===== config.mk =====
export PLATFORM = sky130hd
export DESIGN_NAME = ultrasonic_echo_responder
export DESIGN_NICKNAME = d
export VERILOG_FILES = /design/src/rtl/ultrasonic_echo_responder.sv
export SDC_FILE = /design/constraint.sdc
export NUM_CORES = 1
export LEC_CHECK = 0
export CAP_MARGIN = 20
export CORE_ASPECT_RATIO = 2
export CORE_MARGIN = 8
export CORE_UTILIZATION = 40
export DETAILED_ROUTE_END_ITERATION = 10
export PLACE_DENSITY = 0.68
export SYNTH_ARGS = -nofsm -noshare
export SYNTH_HDL_FRONTEND = slang
export SYNTH_SLANG_ARGS = --single-unit

===== constraint.sdc =====
create_clock -name clk -period 8.6 [get_ports clk]
set_input_delay 2.58 -clock clk [delete_from_list [all_inputs] [get_ports clk]]
set_output_delay 2.58 -clock clk [all_outputs]
set_load 0.005 [all_outputs]

===== src/rtl/ultrasonic_echo_responder.sv =====
// rtl/ultrasonic_echo_responder.sv - HC-SR04 style trig/echo responder (optional macro: ECHO_JITTER_EN)
module ultrasonic_echo_responder #(
  parameter int unsigned MIN_TRIG_CYC = 500,
  parameter int unsigned BURST_CYC    = 10000,
  parameter int unsigned CYC_PER_CM   = 2942,
  parameter int unsigned TIMEOUT_CYC  = 1900000,
  parameter int unsigned HOLDOFF_CYC  = 3000000
) (
  input  logic       clk,
  input  logic       rst,
  input  logic       trig,
  input  logic [7:0] distance_cm,
  output logic       echo,
  output logic       busy,
  output logic       trig_err
);

  typedef enum logic [2:0] {
    S_IDLE,
    S_TRIG_HI,
    S_BURST,
    S_ECHO,
    S_HOLDOFF
  } state_t;

  localparam logic [23:0] LP_MIN_TRIG   = 24'(MIN_TRIG_CYC);
  localparam logic [23:0] LP_BURST_LAST = 24'(BURST_CYC - 1);
  localparam logic [23:0] LP_TIMEOUT    = 24'(TIMEOUT_CYC);
  localparam logic [23:0] LP_HOLD_LAST  = 24'(HOLDOFF_CYC - 1);
  localparam logic [11:0] LP_CPC        = 12'(CYC_PER_CM);
  localparam logic [23:0] LP_CNT_MAX    = 24'hFF_FFFF;

  state_t      r_state;
  logic [23:0] r_counter;
  logic [23:0] r_echo_len;
  logic        r_trig_q;

  logic        w_rise;
  logic [19:0] w_prod;
  logic [23:0] w_base_len;
  logic [23:0] w_echo_len_next;

  // trig was sampled low last cycle and is high now
  assign w_rise     = trig & ~r_trig_q;
  // 8x12 product fits in 20 bits; distance 0 means no object, so report timeout width
  assign w_prod     = 20'(distance_cm) * 20'(LP_CPC);
  assign w_base_len = (distance_cm == 8'd0) ? LP_TIMEOUT : {4'b0000, w_prod};

`ifdef ECHO_JITTER_EN
  logic [15:0] r_lfsr;
  logic        w_lfsr_fb;

  // Fibonacci taps 16,14,13,11
  assign w_lfsr_fb       = r_lfsr[15] ^ r_lfsr[13] ^ r_lfsr[12] ^ r_lfsr[10];
  // a few cycles of jitter stay well below one cm of readback
  assign w_echo_len_next = w_base_len + {18'b0, r_lfsr[5:0]};

  // LFSR steps once for every accepted trig
  always_ff @(posedge clk or posedge rst) begin
    if (rst) begin
      r_lfsr <= 16'hACE1;
    end else if (r_state == S_IDLE && w_rise) begin
      r_lfsr <= {r_lfsr[14:0], w_lfsr_fb};
    end
  end
`else
  assign w_echo_len_next = w_base_len;
`endif

  // main sequencer: trig qualification, burst delay, echo width, holdoff
  always_ff @(posedge clk or posedge rst) begin
    if (rst) begin
      r_state    <= S_IDLE;
      r_counter  <= 24'd0;
      r_echo_len <= 24'd0;
      r_trig_q   <= 1'b1;
      echo       <= 1'b0;
      busy       <= 1'b0;
      trig_err   <= 1'b0;
    end else begin
      r_trig_q <= trig;
      trig_err <= 1'b0;
      case (r_state)
        S_IDLE: begin
          if (w_rise) begin
            r_state   <= S_TRIG_HI;
            r_counter <= 24'd1;
            busy      <= 1'b1;
          end
        end
        S_TRIG_HI: begin
          if (trig) begin
            if (r_counter != LP_CNT_MAX) begin
              r_counter <= r_counter + 24'd1;
            end
          end else if (r_counter >= LP_MIN_TRIG) begin
            r_state    <= S_BURST;
            r_counter  <= 24'd0;
            r_echo_len <= w_echo_len_next;
          end else begin
            r_state   <= S_IDLE;
            r_counter <= 24'd0;
            busy      <= 1'b0;
            trig_err  <= 1'b1;
          end
        end
        S_BURST: begin
          if (r_counter == LP_BURST_LAST) begin
            r_state   <= S_ECHO;
            r_counter <= 24'd0;
            echo      <= 1'b1;
          end else begin
            r_counter <= r_counter + 24'd1;
          end
        end
        S_ECHO: begin
          if (r_counter == r_echo_len - 24'd1) begin
            r_state   <= S_HOLDOFF;
            r_counter <= 24'd0;
            echo      <= 1'b0;
          end else begin
            r_counter <= r_counter + 24'd1;
          end
        end
        S_HOLDOFF: begin
          if (r_counter == LP_HOLD_LAST) begin
            r_state   <= S_IDLE;
            r_counter <= 24'd0;
            busy      <= 1'b0;
          end else begin
            r_counter <= r_counter + 24'd1;
          end
        end
        default: begin
          r_state   <= S_IDLE;
          r_counter <= 24'd0;
          echo      <= 1'b0;
          busy      <= 1'b0;
        end
      endcase
    end
  end

endmodule


==> results.py, run 1 <==
metrics = {
    "yosys": {
        "synth_xor_area_share_pct": 6.73,
        "synth.area.top_cells": "dfrtp_1, ha_1, fa_1",
        "avgSynthCellArea_um2": 8.58,
        "synth_top_family_by_area": "simple AND/OR/NAND/NOR gates",
        "ys_ff_latch": 51,
        "yosysWarnings": 0,
        "yosys.area.top_type_share_pct": 23.4,
        "seq_area_frac_synth_pct": 23.9,
        "syn_nets": 715,
        "synth-edff-count": 0,
        "synth_mux_area_share_pct": 0.563,
        "netlist_area_um2": 5340,
        "synthFlopType": "dfrtp_1",
        "yosysTopAreaCell": "dfrtp_1",
        "ys_types": 62,
        "synthArstFlopShare_pct": 100,
        "synthSimpleGateAreaFrac_pct": 23.4,
        "synth_compound_area_share_pct": 14.3,
        "synth_fa_ha_area_share_pct": 23.3,
        "synth_cells": 622,
    },
    "sta": {
        "final.hold.worst_slack_ns": 0.524,
        "post-route-period-util_pct": 82.1,
        "fin_ws_ns": 1.54,
        "setup_violations": 0,
        "tns_ns": 0,
        "worst_pin_slew_ns": 1.04,
        "rsz0062_at_grt": "false",
        "fmax_mhz": 142,
        "hold_viol_final": 0,
        "finClkSkew_ns": 0.00635,
        "relSlewSlack_pct": 30.4,
        "period_minus_slack_ns": 7.06,
        "slew_viol_final": 0,
    },
    "layout": {
        "drive_gt1_share_pct": 5.00,
        "area_growth_syn_to_layout_pct": 7.81,
        "instances_no_fill": 775,
        "final_util_pct": 43.6,
        "diodes": 0,
        "layout.nets": 712,
        "final_area_um2": 5750,
    },
    "flow_run": {
        "max-cap-violations": 0,
    },
    "routing": {
        "remaining_drc_errors": 0,
        "drt_iter0_drc": 228,
        "vias": 4443,
        "drt-vias-per-instance": 5.73,
        "ant_nets": 0,
        "drt-total-wl_mm": 11.8,
        "drtPass1Iterations": 5,
        "wl_per_cell_um": 15.3,
    },
    "clock_network": {
        "hold_buffers": 0,
        "post-cts-setup-buffer-count": 0,
        "h-tree-depth": 2,
        "numCtsBuffers": 5,
        "post_cts_resized": 0,
        "root_buffer": "clkbuf_16",
        "clock-sinks": 51,
        "cts.path.max_buffers": 2,
        "clk_latency_ns": 0.29,
        "clkTransAtPathRegs_ns": 0.07,
        "cts_tree": "done",
    },
    "floorplan": {
        "die_h_um": 179,
        "initial_core_util_pct": 40.4,
        "rows": 60,
        "core_area_um2": 13200,
        "design.portCount": 14,
        "die_w_um": 97.7,
        "die-area_um2": 17500,
    },
    "global_route": {
        "grt_first_pass_wirelength_mm": 20.9,
        "grt_overflow_total": 0,
        "grt_pass1_vias": 4335,
        "track_usage_pct": 14.0,
        "antenna_found_initial": 0,
        "gr-max-usage-layer": "met2",
        "met3_usage_pct": 1.23,
        "grtUsageMet2_pct": 23.9,
        "grtUsageMet1_pct": 18.8,
        "grt_max_degree": 52,
    },
    "power_and_ir_drop": {
        "leakagePower_nw": 2.63,
        "ir_drop_mv": 0.212,
        "power.density_nw_per_um2": 252,
        "p_total_mw": 1.45,
    },
    "worst_setup_path": {
        "critPathMaxFanout": 6,
        "cp_slowest_stage_delay_ns": 0.69,
        "path_class": "in -> reg",
        "r2r_start": "r_echo_len[1]$_DFFE_PP0P_",
        "critPathLaunchType": "primary input",
        "arrival_ns": 7.23,
        "cp-end-kind": "flip-flop",
        "cp_cell_sequence": "clkdlybuf4s50_1 > fa_1 > xor2_1 > ha_1 > inv_1 > fa_1 > fa_1 > inv_1 > ha_1 > a21o_1 > a31o_2 > a21oi_1 > a21oi_1 > a21oi_1 > nor4bb_1 > or3_1",
        "crit_required_ns": 8.77,
        "cpMaxStageDelayCell": "fa_1",
        "cp-startpoint": "distance_cm[5]",
    },
    "place": {
        "hpwlAfterDp_mm": 9.16,
        "io_buffer_count": 13,
        "place_worst_setup_slack_ns": 1.26,
        "dpl.cell_count": 766,
        "postPlaceCellArea_um2": 5560,
        "gp_congestion": 0.880,
    },
    "min_path": {
        "hold_path.class": "reg -> reg",
        "worstHoldStart": "busy$_DFFE_PP0P_",
    },
    "run_status": {
        "status": "complete, no violations",
    },
}
critical path, delay by kind of cell:
kind | cells | cell delay (ns)
AOI/OAI and AO/OA | 5 | 0.99
xor gates and xnor gates | 1 | 0.28
adders and majority gates | 5 | 2.27
buffers and inverters | 3 | 0.67
and+or+nand+nor | 2 | 0.43
layout make-up:
class	instances	area (um2)
Clock buffer	6	139
Clock inverter	2	35.0
Fill cell	1328	7460
Inverter	74	278
Multi-Input combinational cell	469	3650
Sequential cell	51	1280
Tap cell	155	194
Timing Repair Buffer	18	180
cells by family (layout without fill, tap and decap cells):
kind of cell               Yosys count  count (layout)
muxes                                3               3
and+or+nand+nor                    227             227
DFF                                 51              51
AOI/OAI and AO/OA                  116             116
buffers and inverters              102             100
adders and majority gates           82              82
xor gates and xnor gates            41              41
cells in the final DEF, fill, tap and decap left out, drive strengths merged, types with 24 or more instances in the layout:
master	count
a21oi	33
dfrtp	50
fa	29
ha	53
inv	74
nand2	38
nand3	32
nor2	52
nor3	24
o21ai	26
layer usage:
layer	part of all wire (%)	vias to the layer above
met5	0	-
met2	49	90
met3	3.6	7
met1	47	2174
li1	-	2172
met4	0.63	0
flip-flops by register name, summed over array words and instances (netlist names):
register,cells
busy,1
echo,1
r_counter,24
r_echo_len,20
r_state,3
r_trig_q,1
trig_err,1
report_power, final:
part	internal [mW]	total [mW]	leakage, nW	switching (mW)
registers	0.282	0.354	0.669	0.0724
logic	0.378	0.860	1.88	0.482
clock network	0.145	0.233	0.0868	0.0884
synthesized netlist by cell type, types with 12 or more instances:
| cell type | number |
|---|---|
| a21oi_1 | 33 |
| and3_1 | 13 |
| clkbuf_1 | 16 |
| dfrtp_1 | 50 |
| fa_1 | 29 |
| ha_1 | 53 |
| inv_1 | 74 |
| nand2_1 | 38 |
| nand3_1 | 32 |
| nor2_1 | 51 |
| nor3_1 | 24 |
| o21ai_0 | 18 |
| o31ai_1 | 12 |
| xnor2_1 | 20 |
| xor2_1 | 21 |
worst paths after layout:
kind                                              endpoint  slack, ns  cells past startpoint
worst min-delay path                      busy$_DFFE_PP0P_       0.52                      2
max in group asynchronous               r_trig_q$_DFF_PP1_       5.39                      3
worst max-delay path            r_echo_len[17]$_DFFE_PP0P_       1.54                     16
worst min register to register            busy$_DFFE_PP0P_       0.52                      2
worst max register to register    r_counter[1]$_DFFE_PP0P_       5.04                      9
min in group asynchronous         r_counter[1]$_DFFE_PP0P_       2.62                      2
Note: power is estimated with default switching activity, not from simulation.
==> run 2, diff against run 1 <==
clock period = 7 ns   (was 8.6 ns; I/O delays follow)
==> run 2 against run 1 <==
  * Power grew 22%
  * Non-clock buffer count grew 4
  * Critical path depth grew 1
  * Worst setup slack lost 1.1 ns
  * Clock skew shrank 0.0017 ns
  * Sequential share of layout area is the same
  * First-iteration DRC count grew 25%
  * Critical path type unchanged
==> results.py, run 2 (synthesized netlist as in run 1, its figures left out) <==
metrics = {
    "routing": {
        "drtPass1Iterations": 5,
        "wl_per_cell_um": 15.4,
        "drt-vias-per-instance": 5.66,
        "ant_nets": 0,
        "vias": 4413,
        "drt-total-wl_mm": 12.0,
        "drt_iter0_drc": 286,
        "remaining_drc_errors": 0,
    },
    "clock_network": {
        "post-cts-setup-buffer-count": 0,
        "cts.path.max_buffers": 2,
        "hold_buffers": 0,
        "h-tree-depth": 2,
        "numCtsBuffers": 5,
        "root_buffer": "clkbuf_16",
        "cts_tree": "done",
        "post_cts_resized": 0,
        "clk_latency_ns": 0.29,
        "clkTransAtPathRegs_ns": 0.07,
        "clock-sinks": 51,
    },
    "place": {
        "hpwlAfterDp_mm": 9.23,
        "gp_congestion": 0.884,
        "io_buffer_count": 13,
        "place_worst_setup_slack_ns": 0.224,
        "postPlaceCellArea_um2": 5600,
        "dpl.cell_count": 771,
    },
    "sta": {
        "setup_violations": 0,
        "fin_ws_ns": 0.488,
        "post-route-period-util_pct": 93.0,
        "relSlewSlack_pct": 32.4,
        "period_minus_slack_ns": 6.51,
        "finClkSkew_ns": 0.00462,
        "tns_ns": 0,
        "worst_pin_slew_ns": 1.01,
        "slew_viol_final": 0,
        "rsz0062_at_grt": "false",
        "fmax_mhz": 154,
        "hold_viol_final": 0,
    },
    "worst_setup_path": {
        "cp_slowest_stage_delay_ns": 0.64,
        "cp-end-kind": "flip-flop",
        "critPathMaxFanout": 5,
        "cp_cell_sequence": "clkdlybuf4s50_1 > fa_1 > inv_1 > fa_1 > inv_1 > fa_1 > inv_1 > fa_1 > inv_1 > ha_1 > a21o_1 > a31o_2 > a21oi_1 > a21oi_1 > a21oi_1 > nor4bb_1 > or3_1",
        "ff2ff_path_depth": 10,
        "r2r_start": "r_counter[0]$_DFFE_PP0P_",
        "path_class": "in -> reg",
        "arrival_ns": 6.68,
        "critPathLaunchType": "primary input",
        "cpMaxStageDelayCell": "fa_1",
        "cp-startpoint": "distance_cm[3]",
        "crit_required_ns": 7.17,
    },
    "power_and_ir_drop": {
        "power.density_nw_per_um2": 307,
        "leakagePower_nw": 2.64,
        "ir_drop_mv": 0.297,
        "p_total_mw": 1.77,
    },
    "min_path": {
        "hold_path_depth": 2,
        "worstHoldStart": "busy$_DFFE_PP0P_",
        "hold_path.class": "reg -> reg",
    },
    "run_status": {
        "status": "complete, no violations",
    },
    "floorplan": {
        "initial_core_util_pct": 40.4,
        "rows": 60,
        "die_h_um": 179,
        "core_area_um2": 13200,
        "die_w_um": 97.7,
        "design.portCount": 14,
        "die-area_um2": 17500,
    },
    "layout": {
        "layout.nets": 716,
        "final_cell_mix": "inv_1, ha_1, nor2_1",
        "instances_no_fill": 779,
        "drive_gt1_share_pct": 5.45,
        "final_common_cell": "inv_1",
        "fill_cells": 1323,
        "top_register": "r_counter",
        "top_regs": "r_counter: 24 flops, r_echo_len: 20 flops, r_state: 3 flops",
        "largest_register_ffs": 24,
        "diodes": 0,
        "area_growth_syn_to_layout_pct": 7.81,
        "final_area_um2": 5750,
    },
    "global_route": {
        "grt_overflow_total": 0,
        "track_usage_pct": 14.2,
        "grt_pass1_vias": 4426,
        "antenna_found_initial": 0,
        "grt_first_pass_wirelength_mm": 21.3,
        "grt_max_degree": 52,
    },
    "flow_run": {
        "max-cap-violations": 0,
    },
}
-- run 2: critical path, delay by kind of cell --
family                   cells  cell delay, ns
AO/OA/AOI/OAI                5            1.01
adder cells (fa/ha/maj)      5            2.36
buffers and inverters        5            0.75
AND/OR/NAND/NOR              2            0.45
-- run 2: routing by layer --
layer  up-vias  wire length [um]  track usage (%)
met1      2138              5700             18.8
met3        10               351             1.31
met2        86              5890             24.5
li1       2179                 -                -
met4         0                95             2.73
met5         -                 0                0
-- run 2: path summary, 6_finish.rpt --
path                                                    to  slack (ns)
worst min-delay path                      busy$_DFFE_PP0P_        0.54
max in group asynchronous           r_state[1]$_DFFE_PP0P_        4.22
worst max register to register   r_counter[13]$_DFFE_PP0P_        3.48
worst min register to register            busy$_DFFE_PP0P_        0.54
worst max-delay path            r_echo_len[17]$_DFFE_PP0P_        0.49
min in group asynchronous         r_counter[0]$_DFFE_PP0P_        2.32
-- run 2: per-stage QoR --
stage               hold slack (ns)  util (%)
floorplan                     0.496         -
global placement              0.513      42.4
detailed placement            0.509      42.4
CTS                           0.537      43.6
global route                  0.581      43.6
finish                        0.540      43.6
-- run 2: power breakdown --
| group | switching (mW) | leakage [nW] | internal, mW | total, mW |
|---|---|---|---|---|
| Combinational | 0.601 | 1.89 | 0.466 | 1.07 |
| Clock | 0.109 | 0.0772 | 0.153 | 0.262 |
| Sequential | 0.0922 | 0.669 | 0.346 | 0.438 |
| Total | 0.802 | 2.64 | 0.965 | 1.77 |
-- run 2: area by class of cell --
cell class	instances	area [um2]	share of cell area, %
repair buffers	22	198	3.44
well taps	155	194	3.37
flip-flops and latches	51	1280	22.2
multi-input cells	469	3650	63.4
clock buffers	8	156	2.72
inverters	74	278	4.83
==> run 3, diff against run 2 <==
CORE_UTILIZATION = 44   (was 40)
PLACE_DENSITY = 0.72   (was 0.68)
==> run 3 against run 2 <==
  * Die area fell by 8.0%
  * Maximum frequency grew 1.1%
  * Worst setup slack gained 0.070 ns
  * Final cell count down 1.0%
  * First-iteration DRC count rose by 5.9%
  * Non-clock buffer count stayed put
  * Clock power increased by 8.4%
  * Critical path type unchanged
==> results.py, run 3 (synthesized netlist as in run 1, its figures left out) <==
metrics = {
    "clock_network": {
        "post-cts-setup-buffer-count": 0,
        "root_buffer": "clkbuf_16",
        "numCtsBuffers": 5,
        "clk_latency_ns": 0.29,
        "clkTransAtPathRegs_ns": 0.07,
        "clock-sinks": 51,
        "post_cts_resized": 0,
        "hold_buffers": 0,
        "h-tree-depth": 2,
        "cts_tree": "done",
        "cts.path.max_buffers": 2,
    },
    "sta": {
        "hold_viol_final": 0,
        "relSlewSlack_pct": 32.5,
        "fmax_mhz": 155,
        "slew_viol_final": 0,
        "post-route-period-util_pct": 92.0,
        "tns_ns": 0,
        "setup_violations": 0,
        "period_minus_slack_ns": 6.44,
        "rsz0062_at_grt": "false",
        "final.hold.worst_slack_ns": 0.552,
        "worst_pin_slew_ns": 1.01,
        "finClkSkew_ns": 0.00445,
    },
    "min_path": {
        "worstHoldStart": "echo$_DFFE_PP0P_",
        "hold_end": "echo$_DFFE_PP0P_",
        "hold_path_depth": 2,
        "hold_path.class": "reg -> reg",
    },
    "routing": {
        "drtPass1Iterations": 5,
        "wl_per_cell_um": 15.3,
        "remaining_drc_errors": 0,
        "drt-vias-per-instance": 5.74,
        "ant_nets": 0,
        "drt_iter0_drc": 303,
        "drt-total-wl_mm": 11.8,
        "vias": 4425,
    },
    "floorplan": {
        "die-area_um2": 16100,
        "die_h_um": 172,
        "design.portCount": 14,
        "core_area_um2": 12000,
        "die_w_um": 93.9,
        "initial_core_util_pct": 44.5,
        "rows": 57,
    },
    "global_route": {
        "grt_overflow_total": 0,
        "antenna_found_initial": 0,
        "track_usage_pct": 15.5,
        "grt_first_pass_wirelength_mm": 20.6,
        "grt_pass1_vias": 4404,
        "grt_max_degree": 52,
    },
    "worst_setup_path": {
        "r2r-end": "r_counter[1]$_DFFE_PP0P_",
        "rrSetupSlack_ns": 3.43,
        "arrival_ns": 6.61,
        "cpMaxStageDelayCell": "fa_1",
        "path_buf_inv": 5,
        "cp_slowest_stage_delay_ns": 0.65,
        "crit_required_ns": 7.17,
        "cp-end-kind": "flip-flop",
        "ff2ff_path_depth": 9,
        "cpLargestDelayFamily": "adder cells",
        "path_class": "in -> reg",
        "r2r_start": "r_echo_len[1]$_DFFE_PP0P_",
        "critPathMaxFanout": 5,
        "cp_cell_sequence": "clkdlybuf4s50_1 > fa_1 > inv_1 > fa_1 > inv_1 > fa_1 > inv_1 > fa_1 > inv_1 > ha_1 > a21o_1 > a31o_2 > a21oi_1 > a21oi_1 > a21oi_1 > nor4bb_1 > or3_1",
        "critPathLaunchType": "primary input",
    },
    "layout": {
        "top_register": "r_counter",
        "diodes": 0,
        "largest_register_ffs": 24,
        "layout.nets": 716,
        "area_growth_syn_to_layout_pct": 8.18,
        "seq_area_um2": 1280,
        "final_common_cell": "inv_1",
        "multi_input_area_um2": 3650,
        "drive_gt1_share_pct": 5.61,
        "fill_cells": 1133,
        "top_regs": "r_counter: 24 flops, r_echo_len: 20 flops, r_state: 3 flops",
        "final_cell_mix": "inv_1, ha_1, nor2_1",
    },
    "power_and_ir_drop": {
        "power.density_nw_per_um2": 308,
        "ir_drop_mv": 0.248,
        "p_total_mw": 1.78,
        "leakagePower_nw": 2.65,
    },
    "run_status": {
        "status": "complete, no violations",
    },
    "place": {
        "gp_congestion": 0.894,
        "io_buffer_count": 13,
        "hpwlAfterDp_mm": 9.08,
    },
    "flow_run": {
        "max-cap-violations": 0,
    },
}
## run 3: cell types whose count changed in the layout (fill, tap and decap cells not counted)
cell	previous run	this run
buf_12	0	1
buf_4	9	8
clkinv_2	0	1
bufinv_16	0	1
clkbuf_8	2	1
clkbuf_1	1	0
## run 3: worst register-to-register path, delay by kind of cell (launching register included)
kind                     cells  cell delay, ns
AO/OA/AOI/OAI                4            1.63
flip-flops                   1            0.42
adder cells (fa/ha/maj)      1            0.26
AND/OR/NAND/NOR              3            1.01
buffers and inverters        1            0.09
## run 3: power breakdown
group,leakage [nW],internal [mW],switching [mW]
sequential,0.669,0.346,0.0903
clock,0.0868,0.178,0.106
combinational,1.90,0.466,0.590
total,2.65,0.990,0.786
## run 3: how the worst max path moves through the flow
stage / startpoint / to / slack, ns / depth (start not counted)
finish: distance_cm[3] / r_echo_len[17]$_DFFE_PP0P_ / 0.56 / 17
detailed placement: distance_cm[3] / r_echo_len[17]$_DFFE_PP0P_ / 0.24 / 17
CTS: distance_cm[3] / r_echo_len[17]$_DFFE_PP0P_ / 0.53 / 17
global route: distance_cm[3] / r_echo_len[19]$_DFFE_PP0P_ / 0.25 / 17
floorplan: distance_cm[5] / r_echo_len[17]$_DFFE_PP0P_ / 1.02 / 16
global placement: distance_cm[3] / r_echo_len[17]$_DFFE_PP0P_ / 0.31 / 17
## run 3: layout make-up
cell class	count	area share (%)
clock buffer	6	2.41
inverter	74	4.81
multi-input combinational	469	63.2
tap	147	3.19
clock inverter	2	0.607
sequential	51	22.1
timing repair buffer	22	3.64
## run 3: routing by layer
layer	up-vias	wire length, um	GRT usage, %
met5	-	0	0
met4	0	136	3.96
met3	11	310	1.75
met2	74	5850	25.8
met1	2167	5470	20.7
li1	2173	-	-
## run 3: per-stage QoR
step,instance area [um2],util (%),setup slack [ns],instances
2_1_floorplan,5340,-,1.02,622
3_3_place_gp,5580,46.6,0.308,762
3_5_place_dp,5580,46.6,0.239,762
4_1_cts,5750,48.0,0.532,770
5_1_grt,5770,48.2,0.255,771
6_report,5770,48.2,0.559,771
